<file path="config.mk">
export PLATFORM = sky130hd
export DESIGN_NAME = accumulate
export DESIGN_NICKNAME = d
export VERILOG_FILES = /design/src/rtl/accumulate.sv
export SDC_FILE = /design/constraint.sdc
export NUM_CORES = 1
export LEC_CHECK = 0
export ABC_AREA = 1
export BUFFER_PORTS_ARGS = -buffer_cell sky130_fd_sc_hd__buf_2
export CELL_PAD_IN_SITES_DETAIL_PLACEMENT = 1
export CELL_PAD_IN_SITES_GLOBAL_PLACEMENT = 2
export CORE_MARGIN = 5
export CORE_UTILIZATION = 35
export DETAILED_ROUTE_END_ITERATION = 10
export PLACE_DENSITY = 0.79
export SYNTH_ARGS = -nofsm -noshare
export SYNTH_HDL_FRONTEND = slang
export SYNTH_SLANG_ARGS = --single-unit
</file>
<file path="constraint.sdc">
create_clock -name clk -period 7.8 [get_ports clk]
set_clock_uncertainty 0.2 [all_clocks]
set_input_delay 0.78 -clock clk [delete_from_list [all_inputs] [get_ports clk]]
set_output_delay 0.78 -clock clk [all_outputs]
set_load 0.005 [all_outputs]
</file>
<file path="src/rtl/accumulate.sv">
// Per-lane saturating accumulator over num_acc input groups, feeding a 4-entry result FIFO.
// Optional ACCUMULATE_RELU_EN clamps negative lanes of completed sums to zero before the push.
module accumulate #(
  parameter int GROUP_SIZE  = 4,
  parameter int DATA_WIDTH  = 8,
  parameter int LOG_MAX_ACC = 8
) (
  input  logic                             clk,
  input  logic                             rst,
  input  logic                             configure,
  input  logic [LOG_MAX_ACC-1:0]           num_acc,
  input  logic [GROUP_SIZE*DATA_WIDTH-1:0] data_in,
  input  logic                             valid_in,
  output logic                             avail_out,
  output logic [GROUP_SIZE*DATA_WIDTH-1:0] data_out,
  output logic                             valid_out,
  input  logic                             avail_in,
  output logic                             overflow,
  output logic                             dbg_state
);

  // Handshakes: upstream may drive valid_in in a cycle only if avail_out was high in the
  // previous cycle; valid_in is consumed in the cycle it is high. Downstream transfers data_out
  // in every cycle where valid_out is high, which is exactly FIFO-not-empty AND avail_in.
  localparam int GW    = GROUP_SIZE * DATA_WIDTH;
  localparam int DEPTH = 4;

  typedef enum logic {IDLE = 1'b0, RUN = 1'b1} state_e;

  state_e                 state_q, state_d;
  logic [LOG_MAX_ACC-1:0] num_acc_q, num_acc_d;
  logic [LOG_MAX_ACC-1:0] cnt_q, cnt_d;
  logic [DATA_WIDTH-1:0]  acc_q [GROUP_SIZE];
  logic [DATA_WIDTH-1:0]  acc_d [GROUP_SIZE];
  logic [GW-1:0]          mem_q [DEPTH];
  logic [GW-1:0]          mem_d [DEPTH];
  logic [1:0]             wr_q, wr_d, rd_q, rd_d;
  logic [2:0]             occ_q, occ_d;
  logic                   ovf_q, ovf_d;

  logic [DATA_WIDTH:0]    wide [GROUP_SIZE];
  logic [DATA_WIDTH-1:0]  sum  [GROUP_SIZE];
  logic [GW-1:0]          result;
  logic                   accept, last, pop, push;

  // Sign-extended add, then saturate when the two top bits disagree.
  always_comb begin
    result = '0;
    for (int i = 0; i < GROUP_SIZE; i++) begin
      wide[i] = {acc_q[i][DATA_WIDTH-1], acc_q[i]}
              + {data_in[(i+1)*DATA_WIDTH-1], data_in[i*DATA_WIDTH +: DATA_WIDTH]};
      if (wide[i][DATA_WIDTH] != wide[i][DATA_WIDTH-1]) begin
        sum[i] = wide[i][DATA_WIDTH] ? {1'b1, {(DATA_WIDTH-1){1'b0}}}
                                     : {1'b0, {(DATA_WIDTH-1){1'b1}}};
      end else begin
        sum[i] = wide[i][DATA_WIDTH-1:0];
      end
`ifdef ACCUMULATE_RELU_EN
      result[i*DATA_WIDTH +: DATA_WIDTH] = sum[i][DATA_WIDTH-1] ? '0 : sum[i];
`else
      result[i*DATA_WIDTH +: DATA_WIDTH] = sum[i];
`endif
    end
  end

  always_comb begin
    pop    = (occ_q != 3'd0) && avail_in;
    accept = (state_q == RUN) && valid_in && !configure;
    last   = (cnt_q == num_acc_q - LOG_MAX_ACC'(1));
    // A full FIFO can still take a result when its head leaves in the same cycle.
    push   = accept && last && ((occ_q != 3'd4) || pop);

    state_d   = state_q;
    num_acc_d = num_acc_q;
    cnt_d     = cnt_q;
    ovf_d     = ovf_q;
    wr_d      = wr_q;
    rd_d      = rd_q;
    for (int i = 0; i < GROUP_SIZE; i++) acc_d[i] = acc_q[i];
    for (int j = 0; j < DEPTH; j++) mem_d[j] = mem_q[j];

    if (configure) begin
      state_d   = (num_acc != '0) ? RUN : IDLE;
      num_acc_d = num_acc;
      cnt_d     = '0;
      ovf_d     = 1'b0;
      for (int i = 0; i < GROUP_SIZE; i++) acc_d[i] = '0;
    end else if (accept) begin
      if (last) begin
        cnt_d = '0;
        for (int i = 0; i < GROUP_SIZE; i++) acc_d[i] = '0;
        if (!push) ovf_d = 1'b1;
      end else begin
        cnt_d = cnt_q + LOG_MAX_ACC'(1);
        for (int i = 0; i < GROUP_SIZE; i++) acc_d[i] = sum[i];
      end
    end

    if (push) begin
      mem_d[wr_q] = result;
      wr_d        = wr_q + 2'd1;
    end
    if (pop) rd_d = rd_q + 2'd1;
    occ_d = occ_q + {2'b00, push} - {2'b00, pop};
  end

  always_ff @(posedge clk or posedge rst) begin
    if (rst) begin
      state_q   <= IDLE;
      num_acc_q <= '0;
      cnt_q     <= '0;
      ovf_q     <= 1'b0;
      wr_q      <= '0;
      rd_q      <= '0;
      occ_q     <= '0;
      for (int i = 0; i < GROUP_SIZE; i++) acc_q[i] <= '0;
      for (int j = 0; j < DEPTH; j++) mem_q[j] <= '0;
    end else begin
      state_q   <= state_d;
      num_acc_q <= num_acc_d;
      cnt_q     <= cnt_d;
      ovf_q     <= ovf_d;
      wr_q      <= wr_d;
      rd_q      <= rd_d;
      occ_q     <= occ_d;
      for (int i = 0; i < GROUP_SIZE; i++) acc_q[i] <= acc_d[i];
      for (int j = 0; j < DEPTH; j++) mem_q[j] <= mem_d[j];
    end
  end

  assign avail_out = (occ_q <= 3'd2);
  assign valid_out = pop;
  assign data_out  = (occ_q != 3'd0) ? mem_q[rd_q] : '0;
  assign overflow  = ovf_q;
  assign dbg_state = (state_q == RUN);

endmodule
</file>
==> impl_metrics.prom <==
# TYPE chip_impl_metric gauge
chip_impl_metric{name="syn-num-nets",unit=""} 1532
chip_impl_metric{name="critical_path_buf_inv_count",unit=""} 4
chip_impl_metric{name="layout_worst_path_cycle_share",unit=""} 0.463
chip_impl_metric{name="yosys_register_bits",unit=""} 185
chip_impl_metric{name="layout_min_cycle_time",unit="ps"} 3610
chip_impl_metric{name="preCtsSetupSlack",unit="ps"} 4180
chip_impl_metric{name="area_growth",unit="%"} 12.2
chip_impl_metric{name="synth-edff-count",unit=""} 0
chip_impl_metric{name="power_per_cell_area",unit="nW/um^2"} 346
chip_impl_metric{name="gr-usage-all-layers",unit=""} 0.197
chip_impl_metric{name="drc",unit=""} 0
chip_impl_metric{name="syn_area",unit="um^2"} 10500
chip_impl_metric{name="first_global_vias",unit=""} 10100
chip_impl_metric{name="fmaxAchievable",unit="GHz"} 0.277
chip_impl_metric{name="worstPathMaxFanout",unit=""} 69
chip_impl_info{name="hold_class",value="reg -> reg"} 1
chip_impl_metric{name="grt_antenna_before_repair",unit=""} 0
chip_impl_metric{name="cts-hold-fix-buffers",unit=""} 0
chip_impl_info{name="worst_setup_path_start_kind",value="flop"} 1
chip_impl_metric{name="r2r_setup_slack",unit="ps"} 4190
chip_impl_metric{name="global_route.overflow_total",unit=""} 0
chip_impl_metric{name="cts_made_buffers",unit=""} 17
chip_impl_metric{name="postCtsSetupBuffers",unit=""} 0
chip_impl_info{name="most_numerous_cell_types_in_the_synthesized_netlist",value="518 x nand2_1, 185 x dfrtp_1, 171 x nor2_1"} 1
chip_impl_metric{name="max-clock-path-buffers",unit=""} 2
chip_impl_metric{name="post_dp_hpwl",unit="mm"} 20.5
chip_impl_metric{name="post_drt_via_cell_ratio",unit=""} 5.02
chip_impl_info{name="yosysTopAreaCell",value="dfrtp_1"} 1
chip_impl_metric{name="die_boundary_width",unit="um"} 183
chip_impl_metric{name="timing.max_slew.rel_slack",unit=""} 0.314
chip_impl_metric{name="power_switching",unit="mW"} 1.88
chip_impl_metric{name="initial_core_utilization",unit=""} 0.354
chip_impl_metric{name="synth_cells",unit=""} 1436
chip_impl_metric{name="layout.cells.non_filler",unit=""} 1880
chip_impl_metric{name="crit_path_largest_cell_delay",unit="ps"} 720
chip_impl_metric{name="vias",unit=""} 9441
chip_impl_info{name="cell_with_the_most_instances_after_synthesis",value="nand2_1"} 1
chip_impl_metric{name="finalMaxSlewViolations",unit=""} 0
chip_impl_metric{name="avgRoutedWirePerCell",unit="um"} 17.1
chip_impl_metric{name="setup_viol_count_final",unit=""} 0
chip_impl_metric{name="worst_ep_arrival_time",unit="ps"} 3780
chip_impl_metric{name="clkLatencyLatePin",unit="ps"} 440
chip_impl_info{name="timing.critical_path.mode_cell",value="nand2_1"} 1
chip_impl_metric{name="clkTransAtPathRegs",unit="ps"} 80
chip_impl_metric{name="grt_max_degree",unit=""} 124
chip_impl_metric{name="design_power_total",unit="mW"} 4.08
chip_impl_metric{name="drt_first_pass_iters",unit=""} 5
chip_impl_metric{name="timing.final.hold_violations",unit=""} 0
chip_impl_info{name="crit_path_end_kind",value="flop"} 1
chip_impl_metric{name="place.detailed.instances",unit=""} 1848
chip_impl_metric{name="required",unit="ps"} 7970
chip_impl_info{name="cpLargestDelayFamily",value="buffers and inverters"} 1
chip_impl_metric{name="p_leak",unit="nW"} 6.52
chip_impl_info{name="worst-setup-path-type",value="reg -> reg"} 1
chip_impl_metric{name="grt_first_pass_wirelength",unit="mm"} 54.0
chip_impl_metric{name="cts_repair_resize_count",unit=""} 0
chip_impl_metric{name="worst-slew-pin-transition",unit="ps"} 1020
chip_impl_info{name="ys_dominant_reg_cell",value="dfrtp_1"} 1
chip_impl_metric{name="die-height",unit="um"} 183
chip_impl_metric{name="sequentialPowerShare",unit=""} 0.287
chip_impl_metric{name="synth_sequential_area_ratio",unit=""} 0.441
chip_impl_metric{name="share_clk_of_total_power",unit=""} 0.237
chip_impl_metric{name="yosysWarningCount",unit=""} 0
chip_impl_metric{name="floorplan.core_area",unit="um^2"} 29600
chip_impl_metric{name="port_buffers",unit=""} 80
chip_impl_metric{name="row_count",unit=""} 63
chip_impl_metric{name="antennaDiodeCount",unit=""} 0
chip_impl_metric{name="syn_avg_cell_area",unit="um^2"} 7.31
chip_impl_info{name="synth.area.top_cells",value="dfrtp_1 44%, nand2_1 19%, nand3_1 7.5%, nor2_1 6.1%, ha_1 5.5%"} 1
chip_impl_metric{name="layout_cells_sized_above_1",unit=""} 0.0960
chip_impl_metric{name="setup_ws_final",unit="ps"} 4190
chip_impl_metric{name="timing.max_cap.violations",unit=""} 0
chip_impl_metric{name="drt-total-wl",unit="mm"} 32.2
chip_impl_info{name="cts_tree",value="yes"} 1
chip_impl_metric{name="tns",unit="ps"} 0
chip_impl_info{name="setup_repair_after_global_routing_missed_its_margin",value="false"} 1
chip_impl_metric{name="cellInternalPower",unit="mW"} 2.20
chip_impl_metric{name="post_synth_num_cell_types",unit=""} 31
chip_impl_metric{name="vdd_drop_max",unit="V"} 0.000155
chip_impl_metric{name="clock_sink_count",unit=""} 185
chip_impl_info{name="cts_root_buf",value="clkbuf_16"} 1
chip_impl_metric{name="nets",unit=""} 1573
chip_impl_metric{name="p_comb_frac",unit=""} 0.476
chip_impl_info{name="status",value="finished, final reports clean"} 1
chip_impl_metric{name="io_pins",unit=""} 81
chip_impl_metric{name="gp_congestion",unit=""} 0.783
chip_impl_metric{name="dieArea",unit="um^2"} 33500
chip_impl_metric{name="ys_async_sr_fraction",unit=""} 1.00
chip_impl_metric{name="antenna_left",unit=""} 0
chip_impl_info{name="cp_slowest_cell",value="buf_4"} 1
chip_impl_metric{name="yosys.area.top_type_share",unit=""} 0.441
chip_impl_metric{name="swShare",unit=""} 0.461
chip_impl_metric{name="htree_num_levels",unit=""} 4
chip_impl_metric{name="initialDrtViolationCount",unit=""} 500
chip_impl_info{name="worstPathCellList",value="inv_2 -> ha_1 -> nand2_1 -> inv_1 -> nor2_1 -> nand2_1 -> nor2_1 -> nand3_1 -> nor2_2 -> nand3_2 -> nor2_4 -> buf_4 -> buf_4 -> nand3_1 -> nand2_1"} 1
## cells by family (layout without fill, tap and decap cells)
logic type                 count (synthesis)  after routing  synth area share
and+or+nand+nor                          870            870             0.337
DFF                                      185            185             0.441
AOI/OAI and AO/OA                        163            163            0.0806
buffers and inverters                    150            204            0.0627
adders and majority gates                 51             51            0.0644
xor gates and xnor gates                  17             17            0.0142
## cells in the final DEF (no fill, tap or decap), types with 5 or more instances in the layout
master     count
xor2_1        13
nor2_1       171
nand4_1        9
nand3_1      158
fa_1           5
dfrtp_1      184
a21oi_1       60
nand2_1      518
inv_6          6
ha_1          44
buf_2         80
nand3b_1       5
inv_1         68
buf_4         16
o21ai_0       87
clkbuf_16     17
## path summary, 6_finish.rpt
kind | startpoint | to | cells after the start
max | num_acc_q[0]$_DFFE_PP0P_ | mem_q[79]$_DFFE_PP0P_ | 15
min | mem_q[27]$_DFFE_PP0P_ | mem_q[27]$_DFFE_PP0P_ | 2
max reg2reg | num_acc_q[0]$_DFFE_PP0P_ | mem_q[79]$_DFFE_PP0P_ | 15
min reg2reg | mem_q[27]$_DFFE_PP0P_ | mem_q[27]$_DFFE_PP0P_ | 2
max in group asynchronous | rst | mem_q[22]$_DFFE_PP0P_ | 3
min in group asynchronous | rst | mem_q[4]$_DFFE_PP0P_ | 2
## flip-flops by register name, summed over array words and instances (netlist names)
register   cells
acc_q         32
overflow       1
dbg_state      1
cnt_q          8
num_acc_q      8
wr_q           2
rd_q           2
mem_q        128
occ_q          3
## worst reg2reg max path: stages (launching register included)
cell	delay, ps
dfrtp_1	430
inv_2	100
ha_1	330
nand2_1	80
inv_1	40
nor2_1	120
nand2_1	60
nor2_1	100
nand3_1	80
nor2_2	120
nand3_2	150
nor2_4	120
buf_4	540
buf_4	780
nand3_1	200
nand2_1	120
## stage by stage
stage | cell area [um^2] | util | hold slack [ps]
finish | 11800 | 0.397 | 277
global route | 11800 | 0.397 | 294
CTS | 11800 | 0.397 | 280
detailed placement | 11100 | 0.376 | 261
global placement | 11100 | 0.376 | 257
floorplan | 10500 | - | 244
## final cells by class
type                            instances  area, um^2
Clock inverter                         15         210
Timing Repair Buffer                   96         520
Sequential cell                       185        4630
Multi-Input combinational cell       1101        5210
Clock buffer                           17         425
Tap cell                              390         488
Fill cell                            3766       17900
Inverter                               76         293
## power groups by stage
stage | combinational (mW) | sequential, mW | clock, mW
finish | 1.94 | 1.17 | 0.965
global route | 2.21 | 1.19 | 1.03
CTS | 1.98 | 1.17 | 0.987
detailed placement | 1.97 | 1.19 | 0
global placement | 1.96 | 1.19 | 0
floorplan | 1.29 | 1.16 | 0
## metal layers
| layer | global-route usage | part of all wire | vias to the layer above |
|---|---|---|---|
| li1 | - | - | 4679 |
| met1 | 0.271 | 0.49 | 4633 |
| met2 | 0.337 | 0.48 | 110 |
| met3 | 0.0276 | 0.027 | 19 |
| met4 | 0.0325 | 0.0071 | 0 |
| met5 | 0 | 0 | - |
Note: power is estimated with default switching activity, not from simulation.
